--- src/rtl/box_painter.sv ---
// Pixel generator: paints a framed TAM x TAM square over a background from raster
// counters, with the square position captured once per frame and a 2-clk output pipeline.
module box_painter #(
  parameter logic [10:0] TAM      = 11'd64,
  parameter logic [10:0] BORDER   = 11'd2,
  parameter int          CW       = 8,
  parameter logic [23:0] BG_RGB   = 24'h000040,
  parameter logic [23:0] BOX_RGB  = 24'hFFFF00,
  parameter logic [23:0] EDGE_RGB = 24'hFFFFFF
) (
  input  logic          clk,
  input  logic          rst,
  input  logic [10:0]   hc,
  input  logic [10:0]   vc,
  input  logic          display_en,
  input  logic          hsync_in,
  input  logic          vsync_in,
  input  logic [10:0]   posx,
  input  logic [10:0]   posy,
  output logic [CW-1:0] r,
  output logic [CW-1:0] g,
  output logic [CW-1:0] b,
  output logic          hsync,
  output logic          vsync,
  output logic          frame_sync
);

  function automatic logic [3*CW-1:0] chan(input logic [23:0] c);
    return {c[23 -: CW], c[15 -: CW], c[7 -: CW]};
  endfunction

  localparam logic [3*CW-1:0] BG_C   = chan(BG_RGB);
  localparam logic [3*CW-1:0] BOX_C  = chan(BOX_RGB);
  localparam logic [3*CW-1:0] EDGE_C = chan(EDGE_RGB);

  logic [10:0] px, py;
  logic        frame_start;

  logic [11:0] xs, xe, ys, ye, h12, v12, tam12, bor12;
  logic        inx, iny, in_sq, on_edge;

  logic        s1_in, s1_edge, s1_de, s1_hs, s1_vs;
  logic [3*CW-1:0] colour;

  assign frame_start = (hc == '0) && (vc == '0) && display_en;

  always_ff @(posedge clk or posedge rst) begin
    if (rst) begin
      px         <= '0;
      py         <= '0;
      frame_sync <= 1'b0;
    end else begin
      frame_sync <= frame_start;
      if (frame_start) begin
        px <= posx;
        py <= posy;
      end
    end
  end

  // 12-bit arithmetic keeps the right/bottom edge from wrapping near 2047.
  always_comb begin
    h12     = {1'b0, hc};
    v12     = {1'b0, vc};
    tam12   = {1'b0, TAM};
    bor12   = {1'b0, BORDER};
    xs      = {1'b0, px};
    xe      = xs + tam12;
    ys      = {1'b0, py};
    ye      = ys + tam12;
    inx     = (h12 >= xs) && (h12 < xe);
    iny     = (v12 >= ys) && (v12 < ye);
    in_sq   = inx && iny;
    on_edge = in_sq && ((h12 < xs + bor12) || (h12 >= xe - bor12) ||
                        (v12 < ys + bor12) || (v12 >= ye - bor12));
  end

  always_ff @(posedge clk or posedge rst) begin
    if (rst) begin
      s1_in   <= 1'b0;
      s1_edge <= 1'b0;
      s1_de   <= 1'b0;
      s1_hs   <= 1'b0;
      s1_vs   <= 1'b0;
    end else begin
      s1_in   <= in_sq;
      s1_edge <= on_edge;
      s1_de   <= display_en;
      s1_hs   <= hsync_in;
      s1_vs   <= vsync_in;
    end
  end

  always_comb begin
    colour = '0;
    if (s1_de) begin
      if (s1_edge)    colour = EDGE_C;
      else if (s1_in) colour = BOX_C;
      else            colour = BG_C;
    end
  end

  always_ff @(posedge clk or posedge rst) begin
    if (rst) begin
      r     <= '0;
      g     <= '0;
      b     <= '0;
      hsync <= 1'b0;
      vsync <= 1'b0;
    end else begin
      {r, g, b} <= colour;
      hsync     <= s1_hs;
      vsync     <= s1_vs;
    end
  end

endmodule

--- config.mk ---
export PLATFORM = sky130hd
export DESIGN_NAME = box_painter
export DESIGN_NICKNAME = d
export VERILOG_FILES = /design/src/rtl/box_painter.sv
export SDC_FILE = /design/constraint.sdc
export NUM_CORES = 1
export LEC_CHECK = 0
export BUFFER_PORTS_ARGS = -buffer_cell sky130_fd_sc_hd__buf_2
export CAP_MARGIN = 20
export CORE_UTILIZATION = 45
export CTS_CLUSTER_SIZE = 14
export DETAILED_ROUTE_END_ITERATION = 6
export PLACE_DENSITY = 0.7
export SYNTH_ARGS = -nofsm -noshare
export SYNTH_HDL_FRONTEND = slang
export SYNTH_SLANG_ARGS = --single-unit
--- constraint.sdc ---
create_clock -name clk -period 2.4 [get_ports clk]
set_clock_uncertainty 0.15 [all_clocks]
set_input_delay 0.48 -clock clk [delete_from_list [all_inputs] [get_ports clk]]
set_output_delay 0.48 -clock clk [all_outputs]
set_load 0.02 [all_outputs]
==> results of run 1 <==
-- worst max-delay path: cells and delay by family, from the launching register on --
| kind | cells | cell delay (ns) |
|---|---|---|
| compound gates | 3 | 0.56 |
| xor+xnor | 1 | 0.10 |
| fa+ha+maj | 2 | 0.46 |
| flops | 1 | 0.41 |
| simple gates | 4 | 0.88 |
-- registers in the layout, summed over array words and instances (netlist names) --
name / flops
s1_vs: 1
s1_edge: 1
hsync: 1
vsync: 1
py: 11
s1_hs: 1
s1_de: 1
frame_sync: 1
px: 11
b: 2
s1_in: 1
g: 1
-- timing repair --
action / in CTS / in global routing
buffers inserted: 3 / 5
setup endpoints to repair: 2 / 2
pin swaps: 15 / 14
resized for setup: 18 / 35
-- per-layer routing --
metal,routed length (um),global-route usage (%),up-vias,part of all wire [%]
met4,233,8.464,0,2.4
met2,4694,41.79,91,49
met3,369,3.980,23,3.8
li1,-,-,1698,-
met5,0,0,-,0
met1,4378,29.05,1572,45
-- cell type report --
cell class	count	area, um^2	share of cell area (%)
clock inverters	1	30.03	0.6317
inverters	29	110.1	2.316
repair buffers	137	844.6	17.77
multi-input cells	322	2715	57.12
clock buffers	7	86.33	1.816
well taps	102	127.6	2.685
flip-flops and latches	33	839.6	17.66
-- power groups by stage --
stage	clock (W)	sequential, W	combinational, W
after CTS	0.000562	0.000563	0.000212
after detailed placement	0	0.000573	0.000208
after global routing	0.000589	0.000563	0.000249
after floorplan	0	0.000576	0.000101
final	0.000553	0.000563	0.000220
after global placement	0	0.000573	0.000202
-- per-stage QoR --
step,hold slack (ns),cells,power (W),utilization (%),setup TNS (ns)
3_5_place_dp,0.1934,615,0.0007809,56.60,-0.3947
6_report,0.1336,631,0.001336,61.20,-0.2587
3_3_place_gp,0.1823,615,0.0007746,56.60,-0.3395
4_1_cts,0.1395,626,0.001337,59.02,-0.2294
2_1_floorplan,0.1812,413,0.0006775,-,-0.03230
5_1_grt,0.1423,631,0.001401,61.20,-0.4324
-- cell families after synthesis --
logic type               after synthesis  share of synthesized area [%]
AO/OA/AOI/OAI                         87                          14.99
XOR/XNOR                              38                          9.706
adder cells (fa/ha/maj)               75                          25.84
buffers and inverters                 58                          8.497
flip-flops                            33                          22.80
multiplexers                           2                         0.6217
AND/OR/NAND/NOR                      120                          17.55
-- layout by cell type, fill, tap and decap left out, drive strengths merged, types with 17 or more instances in the layout --
master | Yosys | routed
inv | 28 | 28
ha | 74 | 74
o21ai | 33 | 33
nand3 | 17 | 17
xnor2 | 37 | 37
dfrtp | 33 | 33
a21oi | 18 | 18
buf | 24 | 137
nand2 | 31 | 31
nor2 | 17 | 17
-- worst max-delay path by stage --
| stage | end | startpoint | slack (ns) |
|---|---|---|---|
| final | s1_edge | py[7] | -0.26 |
| after global routing | s1_edge | px[1] | -0.40 |
| after CTS | s1_edge | px[1] | -0.23 |
| after detailed placement | s1_edge | py[1] | -0.32 |
| after global placement | s1_edge | py[1] | -0.27 |
| after floorplan | s1_edge | px[3] | -0.03 |
==> impl_metrics.env, run 1 <==
export IMPL_ant_nets=0
export IMPL_firstDrtPassIters=4
export IMPL_routed_via_density=5.363
export IMPL_antennaDiodeCount=0
export IMPL_n_fill_cell=680
export IMPL_synth_edff_count=0
export IMPL_postCtsHoldBufs=0
export IMPL_hpwl_um=7818
export IMPL_reg2reg_from="py[7]"
export IMPL_synth_area_mm2=0.003622
export IMPL_setup_viol=1
export IMPL_place_ws_ns=-0.3168
export IMPL_initial_core_util_pct=46.63
export IMPL_area_growth_pct=31.23
export IMPL_synth_nets=536
export IMPL_grt_pass1_vias=3404
export IMPL_power_frac_comb_pct=16.5
export IMPL_clk_latency_ns=0.29
export IMPL_outcome="finished, violations left"
export IMPL_die_w_um=91.72
export IMPL_swShare_pct=25.21
export IMPL_cts_max_level=2
export IMPL_vias=3384
export IMPL_place_gp_congestion=0.9136
export IMPL_rrSetupSlack_ns=-0.26
export IMPL_grt_first_pass_wirelength_um=15860
export IMPL_yosys_top_cells_count="ha_1, xnor2_1, dfrtp_1, o21ai_0, nand2_1"
export IMPL_seq_power_share_pct=42.1
export IMPL_path_max_fanout=3
export IMPL_avgSynthCellArea_um2=8.771
export IMPL_rows=32
export IMPL_clock_path_buffers=2
export IMPL_r2r_end="s1_edge"
export IMPL_placement_cell_area_mm2=0.004397
export IMPL_drc=0
export IMPL_numCtsBuffers=5
export IMPL_required_ns=2.43
export IMPL_path_clk_slew_ns=0.07
export IMPL_relSlewSlack_pct=68.57
export IMPL_ys_flop_type="dfrtp_1"
export IMPL_drive_gt1_share_pct=40.08
export IMPL_grt_usage_pct=23.71
export IMPL_worst_pin_slew_ns=0.4702
export IMPL_core_area_mm2=0.007767
export IMPL_grt_max_degree=34
export IMPL_maxCapViolCount=0
export IMPL_leakagePower_nw=2.346
export IMPL_max_freq_ghz=0.3761
export IMPL_hold_class="in -> async"
export IMPL_violations="setup timing"
export IMPL_p_clk_share_pct=41.4
export IMPL_r2r_cells=10
export IMPL_clockRootBuffer="clkbuf_8"
export IMPL_synth_area_leaders="ha_1, dfrtp_1, xnor2_1, o21ai_0, buf_4"
export IMPL_timing_final_crit_share_pct=110.8
export IMPL_power_density_mw_per_mm2=281.1
export IMPL_ys_ff_latch=33
export IMPL_fin_ws_ns=-0.2587
export IMPL_drtIter0Drc=132
export IMPL_ir_drop_uv=393.8
export IMPL_portBuffers=75
export IMPL_maxSlewViolCount=0
export IMPL_antenna_found_initial=0
export IMPL_dieArea_mm2=0.008413
export IMPL_cp_cell_sequence="ha_4 -> nand3_1 -> nor3_2 -> xnor2_1 -> ha_1 -> a21oi_1 -> or3_1 -> a311oi_2 -> o311a_2 -> nor3_2"
export IMPL_grt_overflow=0
export IMPL_synth_top_area_cell="ha_1"
export IMPL_rsz0062_at_grt="true"
export IMPL_async_flop_share_pct=100.0
export IMPL_hold_viol=0
export IMPL_path_class="reg -> reg"
export IMPL_yosysMostFrequentCell="ha_1"
export IMPL_cp_end_kind="flop"
export IMPL_syn_inst=413
export IMPL_path_common_cell="nor3_2"
export IMPL_wl_um=9676
export IMPL_p_sw_w=0.0003368
export IMPL_cp_slowest_cell="dfrtp_2"
export IMPL_die_height_um=91.72
export IMPL_p_int_w=0.0009992
export IMPL_wl_per_cell_um=15.33
export IMPL_cts_tree="done"
export IMPL_clock_sinks=33
export IMPL_synth_seq_area_share_pct=22.80
export IMPL_layout_nets=651
export IMPL_cpPeakStageDelay_ns=0.41
export IMPL_period_minus_slack_ns=2.659
export IMPL_crit_arrival_ns=2.69
export IMPL_final_area_mm2=0.004753
export IMPL_critical_path_startpoint_type="flop"
export IMPL_num_io_pins=76
export IMPL_yosysUniqueCellTypes=54
export IMPL_yosysWarnings=0
export IMPL_synth_top_cell_area_share_pct=25.56
(Power assumes the default switching activity.)
==> run 2: changes to the inputs <==
--- a/config.mk
+++ b/config.mk
@@ -10,7 +10,9 @@
 export CORE_UTILIZATION = 45
 export CTS_CLUSTER_SIZE = 14
 export DETAILED_ROUTE_END_ITERATION = 6
+export GPL_ROUTABILITY_DRIVEN = 0
 export PLACE_DENSITY = 0.7
 export SYNTH_ARGS = -nofsm -noshare
 export SYNTH_HDL_FRONTEND = slang
 export SYNTH_SLANG_ARGS = --single-unit
+export TNS_END_PERCENT = 100
==> constraint.sdc (replaced) <==
create_clock -name clk -period 2.4 [get_ports clk]
set_clock_uncertainty 0.15 [all_clocks]
set_input_delay 0.48 -clock clk [delete_from_list [all_inputs] [get_ports clk]]
set_output_delay 0.48 -clock clk [all_outputs]
set_load 0.01 [all_outputs]
==> impl_metrics.env, run 2 (same netlist as run 1, synthesis figures left out) <==
export IMPL_power_density_mw_per_mm2=285.4
export IMPL_place_ws_ns=-0.3410
export IMPL_grt_max_degree=34
export IMPL_ant_nets=0
export IMPL_crit_arrival_ns=2.65
export IMPL_path_max_fanout=5
export IMPL_cts_tree="done"
export IMPL_hold_class="in -> async"
export IMPL_wl_per_cell_um=14.37
export IMPL_dieArea_mm2=0.008413
export IMPL_layout_nets=650
export IMPL_grt_pass1_vias=3391
export IMPL_final_util_pct=59.71
export IMPL_clk_latency_ns=0.28
export IMPL_wl_um=9053
export IMPL_worst_pin_slew_ns=0.4466
export IMPL_grt_first_pass_wirelength_um=15650
export IMPL_max_freq_ghz=0.3803
export IMPL_clockRootBuffer="clkbuf_8"
export IMPL_clock_sinks=33
export IMPL_required_ns=2.42
export IMPL_r2r_cells=13
export IMPL_timing_final_crit_share_pct=109.6
export IMPL_setup_viol=1
export IMPL_core_area_mm2=0.007767
export IMPL_die_height_um=91.72
export IMPL_portBuffers=75
export IMPL_antennaDiodeCount=0
export IMPL_firstDrtPassIters=4
export IMPL_p_int_w=0.0009991
export IMPL_routed_via_density=5.290
export IMPL_drive_gt1_share_pct=35.42
export IMPL_period_minus_slack_ns=2.630
export IMPL_maxSlewViolCount=0
export IMPL_rsz0062_at_grt="true"
export IMPL_cp_end_kind="flop"
export IMPL_p_sw_w=0.0003249
export IMPL_grt_usage_pct=23.11
export IMPL_hpwl_um=7498
export IMPL_violations="setup timing"
export IMPL_critical_path_startpoint_type="flop"
export IMPL_cts_max_level=2
export IMPL_area_growth_pct=28.05
export IMPL_whs_ns=0.1244
export IMPL_path_clk_slew_ns=0.07
export IMPL_placement_cell_area_mm2=0.004404
export IMPL_outcome="finished, violations left"
export IMPL_top_regs="px x11, py x11, b x2"
export IMPL_num_io_pins=76
export IMPL_initial_core_util_pct=46.63
export IMPL_layout_commonest_cell="buf_2"
export IMPL_path_class="reg -> reg"
export IMPL_hold_viol=0
export IMPL_drc=0
export IMPL_die_w_um=91.72
export IMPL_leakagePower_nw=2.311
export IMPL_relSlewSlack_pct=70.01
export IMPL_rows=32
export IMPL_p_clk_share_pct=41.4
export IMPL_numCtsBuffers=5
export IMPL_ir_drop_uv=301.0
export IMPL_final_area_mm2=0.004638
export IMPL_antenna_found_initial=0
export IMPL_power_frac_comb_pct=16.1
export IMPL_final_cell_mix="buf_2, ha_1, buf_4"
export IMPL_clock_path_buffers=2
export IMPL_n_fill_cell=687
export IMPL_fin_ws_ns=-0.2297
export IMPL_drtIter0Drc=119
export IMPL_seq_power_share_pct=42.5
export IMPL_grt_overflow=0
export IMPL_vias=3333
export IMPL_maxCapViolCount=0
export IMPL_swShare_pct=24.54
[run 2: cell types whose count changed in the layout (fill, tap and decap cells not counted), sizes merged]
cell / previous run / this run
buf: 137 / 136
[run 2: cell type report]
cell class,instances,area [um^2],area share [%]
clock buffer,7,86.33,1.861
clock inverter,1,30.03,0.6474
inverter,29,110.1,2.374
multi-input combinational,322,2619,56.46
sequential,33,832.0,17.94
tap,102,127.6,2.752
timing repair buffer,136,833.3,17.97
[run 2: repair_timing]
item	CTS	global route
endpoints found under the setup margin	2	2
hold buffers	0	0
pin swaps	10	3
setup buffers	4	2
resized for setup	12	11
gates cloned	0	0
[run 2: path summary, 6_finish.rpt]
check | start | end | slack (ns)
hold / removal | rst | s1_hs | 0.12
setup reg to reg | py[1] | s1_edge | -0.23
max in group asynchronous | rst | py[7] | 1.63
min in group clk | hsync_in | s1_hs | 0.14
setup / recovery | py[1] | s1_edge | -0.23
hold reg to reg | s1_hs | hsync | 0.21
[run 2: metal layers]
| metal | track usage (%) | up-vias | routed length, um |
|---|---|---|---|
| li1 | - | 1698 | - |
| met5 | 0 | - | 0 |
| met1 | 28.30 | 1521 | 4004 |
| met2 | 41.29 | 98 | 4431 |
| met4 | 6.771 | 0 | 164 |
| met3 | 4.146 | 16 | 453 |
[run 2: worst max-delay path, stage by stage (launching register included)]
cell and delay [ns]:
dfrtp_2 0.44, inv_1 0.13, ha_4 0.17, and4_4 0.24, nand3_2 0.08, xnor2_1 0.14
ha_1 0.29, o21ai_1 0.07, nand2b_1 0.07, a21oi_1 0.17, a31oi_2 0.07, a311oi_2 0.24
o311a_2 0.23, nor3_2 0.03
[run 2: power groups by stage]
stage | logic [W] | clock network (W) | registers (W)
6_report | 0.000213 | 0.000548 | 0.000563
5_1_grt | 0.000245 | 0.000584 | 0.000563
4_1_cts | 0.000211 | 0.000559 | 0.000563
3_5_place_dp | 0.000206 | 0 | 0.000573
3_3_place_gp | 0.000201 | 0 | 0.000573
2_1_floorplan | 0.000101 | 0 | 0.000574
[run 2: metrics by stage]
| step | instances | setup TNS [ns] | total power, W |
|---|---|---|---|
| after floorplan | 413 | -0.03230 | 0.0006755 |
| after CTS | 628 | -0.2432 | 0.001333 |
| after global placement | 616 | -0.3169 | 0.0007741 |
| after global routing | 630 | -0.3798 | 0.001392 |
| after detailed placement | 616 | -0.4253 | 0.0007792 |
| final | 630 | -0.2297 | 0.001324 |
